File: src/rtl/divider.sv
// rtl/divider.sv - iterative radix-2 restoring divider for RV32M DIV/DIVU/REM/REMU
// Optional macro DIVIDER_EARLY_OUT_EN: fast path when |a| < |b|.
module divider #(
    parameter int DATA_W = 32
) (
    input  logic              clk,
    input  logic              reset,
    input  logic              start,
    input  logic [2:0]        funct3,
    input  logic [DATA_W-1:0] a,
    input  logic [DATA_W-1:0] b,
    output logic [DATA_W-1:0] result,
    output logic              busy,
    output logic              done
);

    localparam int CNT_W = $clog2(DATA_W + 1);
    localparam logic [DATA_W-1:0] MIN_VAL = {1'b1, {(DATA_W-1){1'b0}}};
    localparam logic [CNT_W-1:0]  LAST_CNT = CNT_W'(DATA_W - 1);

    typedef enum logic [1:0] {IDLE, CALC, FIX} state_t;

    state_t state, state_next;

    logic [DATA_W-1:0] rem, quo, divisor, special_val_r;
    logic [CNT_W-1:0]  cnt;
    logic              rem_op, neg_q, neg_r, special_r;

    logic              accept, signed_op, a_neg, b_neg, b_zero, ovf, early, special;
    logic [DATA_W-1:0] a_mag, b_mag, special_val;
    logic [DATA_W:0]   shifted;
    logic [DATA_W-1:0] trial;
    logic              trial_ok;
    logic [DATA_W-1:0] fixed_q, fixed_r;

    assign busy      = (state != IDLE);
    assign accept    = start & ~busy & funct3[2];
    assign signed_op = ~funct3[0];
    assign a_neg     = signed_op & a[DATA_W-1];
    assign b_neg     = signed_op & b[DATA_W-1];
    assign a_mag     = a_neg ? -a : a;
    assign b_mag     = b_neg ? -b : b;
    assign b_zero    = (b == '0);
    assign ovf       = signed_op & (a == MIN_VAL) & (b == '1);

`ifdef DIVIDER_EARLY_OUT_EN
    assign early = ~b_zero & (a_mag < b_mag);
`else
    assign early = 1'b0;
`endif

    assign special = b_zero | ovf | early;

    // b=0 wins over overflow; the early-out case shares the "remainder = a" rule.
    always_comb begin
        special_val = '0;
        if (b_zero) begin
            special_val = funct3[1] ? a : '1;
        end else if (ovf) begin
            special_val = funct3[1] ? '0 : MIN_VAL;
        end else begin
            special_val = funct3[1] ? a : '0;
        end
    end

    // The shifted partial remainder can reach DATA_W+1 bits; its top bit alone means it fits.
    assign shifted  = {rem, quo[DATA_W-1]};
    assign trial_ok = shifted[DATA_W] | (shifted[DATA_W-1:0] >= divisor);
    assign trial    = shifted[DATA_W-1:0] - divisor;

    assign fixed_q = neg_q ? -quo : quo;
    assign fixed_r = neg_r ? -rem : rem;

    always_ff @(posedge clk or negedge reset) begin
        if (!reset) begin
            state <= IDLE;
        end else begin
            state <= state_next;
        end
    end

    always_comb begin
        state_next = state;
        case (state)
            IDLE: if (accept) state_next = special ? FIX : CALC;
            CALC: if (cnt == LAST_CNT) state_next = FIX;
            FIX:  state_next = IDLE;
            default: state_next = IDLE;
        endcase
    end

    always_ff @(posedge clk or negedge reset) begin
        if (!reset) begin
            rem           <= '0;
            quo           <= '0;
            divisor       <= '0;
            special_val_r <= '0;
            cnt           <= '0;
            rem_op        <= 1'b0;
            neg_q         <= 1'b0;
            neg_r         <= 1'b0;
            special_r     <= 1'b0;
            result        <= '0;
            done          <= 1'b0;
        end else begin
            done <= 1'b0;
            case (state)
                IDLE: begin
                    cnt <= '0;
                    if (accept) begin
                        rem           <= '0;
                        quo           <= a_mag;
                        divisor       <= b_mag;
                        rem_op        <= funct3[1];
                        neg_q         <= a_neg ^ b_neg;
                        neg_r         <= a_neg;
                        special_r     <= special;
                        special_val_r <= special_val;
                    end
                end
                CALC: begin
                    rem <= trial_ok ? trial : shifted[DATA_W-1:0];
                    quo <= {quo[DATA_W-2:0], trial_ok};
                    cnt <= cnt + 1'b1;
                end
                FIX: begin
                    result <= special_r ? special_val_r : (rem_op ? fixed_r : fixed_q);
                    done   <= 1'b1;
                end
                default: ;
            endcase
        end
    end

endmodule

File: config.mk
export PLATFORM = sky130hd
export DESIGN_NAME = divider
export DESIGN_NICKNAME = d
export VERILOG_FILES = /design/src/rtl/divider.sv
export SDC_FILE = /design/constraint.sdc
export NUM_CORES = 1
export LEC_CHECK = 0
export CELL_PAD_IN_SITES_DETAIL_PLACEMENT = 0
export CELL_PAD_IN_SITES_GLOBAL_PLACEMENT = 1
export CORE_ASPECT_RATIO = 2
export CORE_MARGIN = 2
export CORE_UTILIZATION = 45
export DETAILED_ROUTE_END_ITERATION = 10
export PLACE_DENSITY = 0.88
export SLEW_MARGIN = 30
export SYNTH_ARGS = -nofsm -noshare
export SYNTH_HDL_FRONTEND = slang
export SYNTH_SLANG_ARGS = --single-unit
File: constraint.sdc
create_clock -name clk -period 4 [get_ports clk]
set_input_delay 0.4 -clock clk [delete_from_list [all_inputs] [get_ports clk]]
set_output_delay 0.4 -clock clk [all_outputs]
set_load 0.01 [all_outputs]
After elaboration in Yosys (flattened, before gate mapping)

Cells that the tools add are included.

Add/subtract/negate cells: 6
$mul: 0
Div/mod/pow operators: 0
$lt $le $gt $ge: 1
Eq/ne operators: 7
Shift-type cells: 0
Muxes and demuxes: 22
Bitwise operators: 11
Reductions and logical operators: 7

Operators with widths:

| kind                   | count |
|---|---|
| $mux W32               | 14 |
| $neg A32 Y32           | 4 |
| $pmux W32 S2           | 2 |
| $eq A32 B32 Y1 const B | 2 |
| $ge A32 B32 Y1         | 1 |
| $logic_not A32 Y1      | 1 |
| $sub A32 B32 Y32       | 1 |
| $pmux W6 S2            | 1 |
| $add A6 B1 Y6 const B  | 1 |
| $and A1 B1 Y1          | 6 |
| $eq A6 B5 Y1 const B   | 1 |
| $mux W2                | 3 |
| $reduce_and A2 Y1      | 3 |
| $ne A2 B2 Y1 const B   | 2 |
| $pmux W2 S2            | 1 |
| $reduce_bool A2 Y1     | 2 |
| $eq A2 B1 Y1 const B   | 1 |
| $eq A2 B2 Y1 const B   | 1 |
| $logic_not A2 Y1       | 1 |
| $not A1 Y1             | 2 |
| $or A1 B1 Y1           | 2 |
| $mux W1                | 1 |
| $xor A1 B1 Y1          | 1 |

Flip-flop bits (word level): 173
Latch bits: 0
Memory bits (writable): 0
ROM bits: 0
Output and inout port bits: 34
Word-level logic and storage cells: 66
Memories: 0

Logic depth before layout (Yosys ltp)

Gate-level depths: netlist (run 1).

Depth in word-level cells: 7
Depth in mapped cells: 13
Gate-level depth less buffers: 12

Worst setup path after synthesis (run 1)

OpenSTA, ideal clock, no wires.

Path type: reg-to-reg
Start point: register quo[31]
End point: register rem[31]
Arrival: 2,862 ps
Data required time: 3,934 ps
Setup slack: 1,072 ps
Cell stages (with the launch flop): 14
Path buffers: 1
Period minus slack after synthesis: 2,928 ps
Cell sequence: dfrtp_1 -> inv_1 -> ha_1 -> fa_1 -> nor2b_1 -> o31a_1 -> o211ai_1 -> a211oi_1 -> nor2_1 -> o211ai_1 -> clkbuf_1 -> nand3_1 -> mux2_2 -> nand2_1

Cells in the longest elaborated chain, start to end: 4
Elaborated cells between the ends (all ways): 5

RTL lines:

| item                     | line | RTL |
|---|---|---|
| start: declaration       | 25   | `logic [DATA_W-1:0] rem, quo, divisor, special_val_r;` |
| start signal: assignment | 112  | `quo <= a_mag;` |
| start signal: assignment | 123  | `quo <= {quo[DATA_W-2:0], trial_ok};` |
| $ge A32 B32 Y1           | 68   | `assign trial_ok = shifted[DATA_W] \| (shifted[DATA_W-1:0] >= divisor);` |
| $or A1 B1 Y1             | 68   |  |
| $mux W32 (*)             | 122  | `rem <= trial_ok ? trial : shifted[DATA_W-1:0];` |
| $pmux W32 S2 (*)         | 107  | `case (state)` |
| end signal: assignment   | 122  |  |
| end: declaration         | 25   |  |

Mark *: on every way between the ends. The rest lies on a longest branch, timed or not.
A chain may end at the register's enable or synchronous reset.

Worst setup path in the final report (run 1)

Start point: register rem[2]
End point: register rem[27]

Cells in the longest elaborated chain, start to end: 4
Elaborated cells between the ends (all ways): 5

RTL lines:

| item             | line |
|---|---|
| $ge A32 B32 Y1   | 68 |
| $or A1 B1 Y1     | 68 |
| $mux W32 (*)     | 122 |
| $pmux W32 S2 (*) | 107 |

Marks and branches as above.

==> qor.csv, run 1 <==
stage;metric;value;unit
finish;design_area;14000;um2
clock_tree;cts.sinks;173;
route;dr.pass1.iters;7;
yosys;synth_cell_types;69;
clock_tree;post_cts_resized;0;
pwr;p_leak;0.00557;uW
finish;area_delta_synth_final;16.4;%
route;vias_per_cell;6.02;
pwr;ir_worst_vdd;0.000377;V
worst_setup_path;start_kind;flop;
finish;seq_area;4330;um2
yosys;synth_nets;1573;
yosys;ys_ff_latch;173;
pwr;p_total;10600;uW
yosys;synth_top_area_share;36.1;%
clock_tree;clkTransAtPathRegs;0.07;ns
placed_design;place_area;13400;um2
timing;slew_headroom;34.9;%
worst_setup_path;arrival;3.65;ns
run;cap_viol_max_count;0;
worst_setup_path;path_cells;ha_1 > a21o_1 > a21oi_1 > a211oi_1 > nor2_1 > o221ai_1 > a311oi_1 > o21ai_0 > xnor2_1 > o211ai_1;
timing;min_period;3.33;ns
worst_setup_path;cpMaxStageDelayCell;a311oi_1;
clock_tree;hold_buffers;0;
yosys;yosysMostFrequentCell;o21ai_0;
finish;fill_cells;2559;
timing;worstMarginPinSlew;0.974;ns
yosys;yosysWarnings;0;
route;drc;0;
finish;final_util;53.2;%
clock_tree;post-cts-setup-buffers;0;
yosys;synth.area.top_cells;dfrtp_1 (36%), o21ai_0 (8.4%), xnor2_1 (5.9%);
timing;clock_skew;0.0111;ns
yosys;syn-cell-area;12000;um2
worst_setup_path;crit_path_max_fanout;7;
yosys;synthArstFlopShare;100;%
finish;antenna_cells;0;
hold_path;hold_class;input port to asynchronous set/reset pin;
route;vias;11324;
worst_setup_path;cp_num_buf_inv;0;
timing;rsz0062_at_grt;no;
route;wl_per_cell;20.4;um
timing;hold_viol;0;
worst_setup_path;required;4.32;ns
route;drtIter0Drc;802;
global_routing;grt_pass1_vias;11057;
worst_setup_path;crit_type;flop to flop;
floorplan;row_count;84;
yosys;avgSynthCellArea;8.20;um2
worst_setup_path;cp_top_family;compound AO/OA/AOI/OAI gates;
yosys;synth_top_area_cell;dfrtp_1;
placed_design;port_buffers;103;
finish;fin_nets;1635;
route;antenna_left;0;
clock_tree;cts_buffers;17;
timing;fmax;300;MHz
worst_setup_path;crit_path_end_kind;flop;
placed_design;dp_hpwl;28.9;mm
clock_tree;cts-root-buf;clkbuf_16;
floorplan;num_io_pins;104;
clock_tree;cts_buffer_depth;2;
clock_tree;htreeDepth;4;
global_routing;antenna_found_initial;0;
floorplan;die_w;119;um
yosys;yosysSeqAreaShare;36.1;%
yosys;synth_enable_flop_cells;0;
yosys;synth_cells;1464;
finish;multiInputGateArea;7160;um2
placed_design;gp_congestion;0.909;
global_routing;grt_max_degree;114;
floorplan;dieArea;28100;um2
timing;finalSetupTns;0;ns
finish;drive_gt1_share;5.66;%
pwr;power.density;756;nW/um2
floorplan;die_h;235;um
global_routing;grt_pass1_wl;60.5;mm
timing;slew_violations;0;
floorplan;initial_core_util;45.7;%
global_routing;grt_overflow_total;0;
worst_setup_path;cpPeakStageDelay;0.84;ns
floorplan;fp.coreArea;26300;um2
route;wirelength;38.3;mm
timing;fin_crit_sh;83.3;%
yosys;synth_common_cells;o21ai_0 (202), dfrtp_1 (173), nand2_1 (167);
clock_tree;clk_latency;0.45;ns
run_status;status;completed;
clock_tree;cts_tree;yes;
yosys;yosys_most_used_dff;dfrtp_1;
global_routing;grt_usage;27.6;%
timing;setup_viol_count_final;0;
cell type report:
cell class              instances  share of cell area (%)
flip-flops and latches        173                    31.0
multi-input cells            1148                    51.2
inverters                      53                    1.42
repair buffers                133                    9.23
well taps                     344                    3.08
clock inverters                 9                   0.815
clock buffers                  21                    3.22
worst paths after layout:
kind,from,endpoint,slack (ns),depth (start not counted)
worst max-delay path,rem[2],rem[27],0.67,10
worst min-delay path,reset,divisor[28],0.05,1
worst max register to register,rem[2],rem[27],0.67,10
worst min register to register,divisor[29],divisor[29],0.48,2
max in group asynchronous,reset,quo[16],3.00,2
min in group clk,divisor[29],divisor[29],0.48,2
logic make-up after synthesis:
kind of cell | Yosys count | share of synthesized area, %
DFF | 173 | 36.1
muxes | 15 | 1.29
and+or+nand+nor | 479 | 19.2
adders and majority gates | 39 | 4.13
AOI/OAI and AO/OA | 471 | 24.2
buffers and inverters | 143 | 4.59
xor gates and xnor gates | 144 | 10.5
sequential cells by signal, indices dropped and copies added, names as in the netlist:
| signal | flops |
|---|---|
| state | 2 |
| done | 1 |
| special_val_r | 32 |
| rem_op | 1 |
| special_r | 1 |
| divisor | 32 |
| neg_q | 1 |
| quo | 32 |
| neg_r | 1 |
| rem | 32 |
| result | 32 |
| cnt | 6 |
power by group:
| part | internal [uW] | total, uW | switching [uW] |
|---|---|---|---|
| Clock | 931 | 1660 | 726 |
| Sequential | 2360 | 3160 | 792 |
| Combinational | 2410 | 5750 | 3340 |
cells in the final DEF (no fill, tap or decap), drive strengths merged, types with 7 or more instances in the layout:
master         synthesis  routed
a211oi                20      20
a21o                  12      12
a21oi                 91      91
a22oi                 32      32
a31oi                  7       7
a32oi                  7       7
and3                   9       9
buf                   11      30
clkbuf                79      22
clkdlybuf4s50          0     102
dfrtp                173     173
ha                    38      38
inv                   52      53
mux2i                 11      11
nand2                168     168
nand2b                13      13
nand3                 41      41
nand3b                32      32
nand4                 12      12
nor2                 118     118
nor2b                 15      15
nor3                  30      30
nor4                  13      13
o211ai                 9       9
o21ai                205     205
o31ai                 28      28
o41ai                 17      17
or3                   11      11
or4                   11      11
xnor2                 81      81
xor2                  63      63
per-stage QoR:
stage | worst slack, ns | hold WS [ns] | cells
finish | 0.666 | 0.0486 | 1881
global route | 0.452 | 0.117 | 1881
CTS | 0.622 | 0.107 | 1881
detailed placement | 0.405 | 0.468 | 1851
global placement | 0.455 | 0.462 | 1851
floorplan | 1.07 | 0.104 | 1464
layer usage:
layer,global-route usage (%),part of all wire (%)
met3,3.74,3.7
met2,51.6,55
met4,16.9,6.2
met1,28.3,35
met5,0,0
Power figures use the tool's default switching activity.
==> run 2: changes to the inputs <==
Clock period 4 ns to 3.3 ns, I/O delays scaled along.
==> run 2 against run 1 <==
Core utilization increased by 2.1 points. Clock power grew 19%. Final area is 4.0% higher. Sequential share of layout area is 1.2 points lower. Global-route usage grew 0.58 points. Fmax grew 5.6%. Power is 26% higher. Clock skew fell by 0.00098 ns. Die area did not move. Combinational power rose by 31%. Via count increased by 1.1%. Setup slack got worse by 0.52 ns. Largest power group unchanged.
==> qor.csv, run 2 (synthesis results as in run 1) <==
stage;metric;value;unit
run_status;status;completed;
worst_setup_path;ff2ff_path_depth;12;
pwr;p_leak;0.00591;uW
finish;antenna_cells;0;
placed_design;placed_cells;1916;
hold_path;hold_start;result[17];
hold_path;hold_depth;2;
worst_setup_path;crit_type;flop to flop;
worst_setup_path;crit_path_max_fanout;5;
global_routing;grt_usage;28.2;%
worst_setup_path;r2r_end;rem[30];
timing;finalSetupTns;0;ns
pwr;combPwrFrac;56.8;%
run;cap_viol_max_count;0;
timing;setup_viol_count_final;0;
hold_path;worstHoldEndpoint;result[17];
clock_tree;cts_tree;yes;
timing;min_period;3.16;ns
finish;design_area;14500;um2
worst_setup_path;cpPeakStageDelay;0.51;ns
timing;rsz0062_at_grt;no;
route;antenna_left;0;
timing;clock_skew;0.0101;ns
timing;fmax;317;MHz
floorplan;die_h;235;um
floorplan;row_count;84;
finish;final_cell_mix;o21ai_0 (201), dfrtp_1 (173), nand2_1 (167);
global_routing;grt_max_degree;94;
worst_setup_path;required;3.69;ns
pwr;p_int;7300;uW
finish;layout.cells.non_filler;1948;
clock_tree;clkTransAtPathRegs;0.06;ns
route;dr.pass1.iters;5;
timing;slew_violations;0;
floorplan;dieArea;28100;um2
clock_tree;cts_buffers;17;
clock_tree;htreeDepth;4;
clock_tree;cts.sinks;173;
worst_setup_path;r2r_slack;0.14;ns
pwr;seqPwrFrac;28.3;%
route;vias_per_cell;5.88;
route;wl_per_cell;19.9;um
worst_setup_path;crit_path_end_kind;flop;
clock_tree;cts_buffer_depth;2;
route;drc;0;
hold_path;hold_class;flop to flop;
floorplan;die_w;119;um
placed_design;port_buffers;103;
clock_tree;clk_latency;0.46;ns
route;vias;11446;
global_routing;grt_pass1_vias;11555;
timing;hold_viol;0;
pwr;p_sw_share;45.2;%
clock_tree;post-cts-setup-buffers;0;
timing;fin_crit_sh;95.6;%
placed_design;place_area;13900;um2
floorplan;initial_core_util;45.7;%
route;wirelength;38.7;mm
worst_setup_path;cpMaxStageDelayCell;a2111oi_2;
global_routing;antenna_found_initial;0;
finish;drive_gt1_share;9.60;%
worst_setup_path;path_cells;inv_1 > ha_1 > nor2b_1 > o31a_1 > o21ai_0 > nand2b_1 > a2111oi_2 > buf_4 > nor2_1 > a41oi_1 > mux2_2 > nand2_1;
finish;fin_nets;1701;
placed_design;dp_hpwl;30.0;mm
timing;worstMarginPinSlew;0.927;ns
floorplan;fp.coreArea;26300;um2
finish;final_common_cell;o21ai_0;
finish;area_delta_synth_final;21.0;%
worst_setup_path;start_kind;flop;
pwr;ir_worst_vdd;0.000447;V
floorplan;num_io_pins;104;
worst_setup_path;arrival;3.54;ns
route;drtIter0Drc;765;
timing;slew_headroom;38.2;%
global_routing;grt_pass1_wl;61.7;mm
pwr;p_sw;6020;uW
clock_tree;cts-root-buf;clkbuf_16;
pwr;power.density;917;nW/um2
global_routing;grt_overflow_total;0;
pwr;clkPwrFrac;14.9;%
finish;final_util;55.3;%
placed_design;gp_congestion;0.932;
worst_setup_path;r2r-start;divisor[2];
run 2: cell type report:
type | count | area, um2
flip-flops and latches | 173 | 4330
repair buffers | 199 | 1830
fillers | 2500 | 11800
multi-input cells | 1148 | 7170
clock buffers | 21 | 450
well taps | 344 | 430
clock inverters | 10 | 116
inverters | 53 | 199
run 2: layer usage:
metal | track usage, % | share of wire (%)
met5 | 0 | 0
met4 | 19.3 | 7.1
met3 | 3.57 | 3.4
met2 | 52.5 | 55
met1 | 28.4 | 35
run 2: how the worst max path moves through the flow:
stage,startpoint,slack (ns),endpoint
global route,divisor[7],0.02,rem[30]
detailed placement,divisor[2],-0.06,rem[30]
floorplan,quo[31],0.37,rem[31]
finish,divisor[2],0.14,rem[30]
global placement,divisor[2],-0.29,rem[30]
CTS,divisor[2],0.14,rem[30]
run 2: what timing repair did:
item | 4_1_cts | 5_1_grt
endpoints found under the hold margin | 82 | 0
hold buffers | 1 | 0
endpoints found under the setup margin | 1 | 1
resized for setup | 1 | 2
pin swaps | 0 | 0
run 2: power groups by stage:
stage | Clock (uW) | Combinational, uW | Sequential [uW]
after global routing | 2100 | 8400 | 3870
after floorplan | 0 | 5200 | 3500
after global placement | 0 | 7350 | 3750
after CTS | 2020 | 7500 | 3750
after detailed placement | 0 | 7450 | 3780
final | 1980 | 7560 | 3770
run 2: through the flow:
step | hold WS (ns) | setup slack [ns] | total power [uW]
after global routing | 0.496 | 0.0197 | 14400
final | 0.475 | 0.144 | 13300
after CTS | 0.482 | 0.139 | 13300
after floorplan | 0.0344 | 0.372 | 8700
after detailed placement | 0.454 | -0.0553 | 11200
after global placement | 0.453 | -0.292 | 11100
run 2: worst max-delay path, delay by kind of cell (launching register included):
family	cells	cell delay (ns)
compound gates	4	1.21
fa+ha+maj	1	0.34
buf+inv	2	0.29
flops	1	0.46
mux	1	0.36
simple gates	4	0.43
==> patch, RTL diff (config.mk and constraints of run 1) <==
Set the parameter `DATA_W` to 64 (it was 32).
--- a/src/rtl/divider.sv
+++ b/src/rtl/divider.sv
@@ -1,7 +1,7 @@
 // rtl/divider.sv - iterative radix-2 restoring divider for RV32M DIV/DIVU/REM/REMU
 // Optional macro DIVIDER_EARLY_OUT_EN: fast path when |a| < |b|.
 module divider #(
-    parameter int DATA_W = 32
+    parameter int DATA_W = 64
 ) (
     input  logic              clk,
     input  logic              reset,
Interface: changed (resized a, b and result); port bits go from 104 to 200. The function was not compared with the original's and may differ.
==> patch against run 1 <==
Global-route usage grew 2.1 points; cell count rose by 100%; power down 28%; worst setup slack lost 410 ps; cell area is 100% higher; first-iteration DRC count grew to 2.9 times the old value; sequential cell count grew 161; synthesized area rose by 100%; core utilization up 0.32 points; routed wire length up 120%; count of clock-buffer cells in the layout is 26 higher; critical path type unchanged; largest cell class unchanged; highest routed layer is now met5.
==> patch: results <==
export IMPL_gr_usage_all_layers_pct=29.7
export IMPL_antenna_found_initial=3
export IMPL_cpPeakStageDelay_ps=500
export IMPL_first_pass_iters=6
export IMPL_grt_max_degree=137
export IMPL_grt_pass1_vias=22313
export IMPL_nets=3360
export IMPL_cts_buffer_depth=3
export IMPL_placement_io_buffers=199
export IMPL_p_leak_uw=0.0118
export IMPL_drt_iter0_markers=2295
export IMPL_syn_num_nets=3217
export IMPL_use_met1_pct=36.6
export IMPL_fin_worst_skew_ps=31.0
export IMPL_fillers=5061
export IMPL_relSlewSlack_pct=32.6
export IMPL_ys_seq_area_share_pct=34.7
export IMPL_post_route_min_period_ps=3740
export IMPL_cp_max_fo=6
export IMPL_slowest_stage="or4b_1"
export IMPL_use_met2_pct=51.5
export IMPL_outcome="finished clean"
export IMPL_cts_htree_levels=2
export IMPL_use_met3_pct=3.03
export IMPL_cts_made_buffers=35
export IMPL_critPathArrivalTime_ps=4220
export IMPL_hpwl_um=62600
export IMPL_ys_types=80
export IMPL_wirelength_um=83800
export IMPL_gp_congestion=0.974
export IMPL_detailed_place_area_um2=27100
export IMPL_vias_per_cell=6.11
export IMPL_synthTopCellsByArea="dfrtp_1, o21ai_0, xnor2_1, nand2_1, xor2_1"
export IMPL_grt_pass1_wl_um=129000
export IMPL_insertion_delay_ps=560
patch: worst paths after layout:
path / start / endpoint / slack [ps] / depth (start not counted)
max: quo[1]$_DFFE_PN0P_ / result[32]$_DFFE_PN0P_ / 260 / 12
min: reset / divisor[11]$_DFFE_PN0P_ / 360 / 2
max reg2reg: quo[1]$_DFFE_PN0P_ / result[32]$_DFFE_PN0P_ / 260 / 12
min reg2reg: result[37]$_DFFE_PN0P_ / result[37]$_DFFE_PN0P_ / 480 / 2
max in group asynchronous: reset / special_val_r[38]$_DFFE_PN0P_ / 2460 / 4
min in group clk: funct3[1] / rem_op$_DFFE_PN0P_ / 430 / 3
patch: power groups by stage:
| stage | registers [uW] | logic, uW | clock network [uW] |
|---|---|---|---|
| floorplan | 3440 | 188 | 0 |
| global placement | 3440 | 554 | 0 |
| detailed placement | 3440 | 557 | 0 |
| CTS | 3380 | 560 | 3740 |
| global route | 3370 | 607 | 3850 |
| finish | 3380 | 561 | 3690 |
patch: stage by stage:
step	util (%)	hold WS, ps	worst slack [ps]	power [uW]	std cells
2_1_floorplan	-	104	619	3630	3012
3_3_place_gp	51.0	460	193	3990	3786
3_5_place_dp	51.0	470	77.0	4000	3787
4_1_cts	53.4	396	188	7680	3851
5_1_grt	53.5	397	29.7	7830	3852
6_report	53.5	359	256	7620	3852
patch: layout make-up:
cell class	instances	share of cell area, %
clock buffer	47	3.49
clock inverter	16	0.937
inverter	98	1.29
multi-input combinational	2381	51.6
sequential	334	29.4
tap	671	2.95
timing repair buffer	305	10.3
patch: routing by layer:
metal / vias up / part of all wire, % / wire length, um
met5: - / 0.038 / 32
met4: 6 / 5.8 / 4870
met3: 200 / 5.3 / 4470
met2: 854 / 49 / 41100
met1: 11345 / 40 / 33300
li1: 11133 / - / -
patch: kinds of logic (layout without fill, tap and decap cells):
kind of cell	after synthesis	in the layout	synth area share, %
adders and majority gates	71	71	3.72
muxes	22	22	0.935
AOI/OAI and AO/OA	980	980	24.6
buffers and inverters	297	466	4.69
xor gates and xnor gates	298	298	10.8
DFF	334	334	34.7
and+or+nand+nor	1010	1010	20.5
patch: critical path: cells and delay by family (launching register included):
| kind | cells | cell delay, ps |
|---|---|---|
| buffers and inverters | 1 | 100 |
| and+or+nand+nor | 5 | 1990 |
| adders and majority gates | 1 | 180 |
| AOI/OAI and AO/OA | 4 | 810 |
| DFF | 1 | 420 |
| xor gates and xnor gates | 1 | 150 |
patch: repair_timing:
item,4_1_cts,5_1_grt
endpoints found under the hold margin,59,0
gates resized for setup,0,1
hold buffers,1,0
endpoints found under the setup margin,0,2
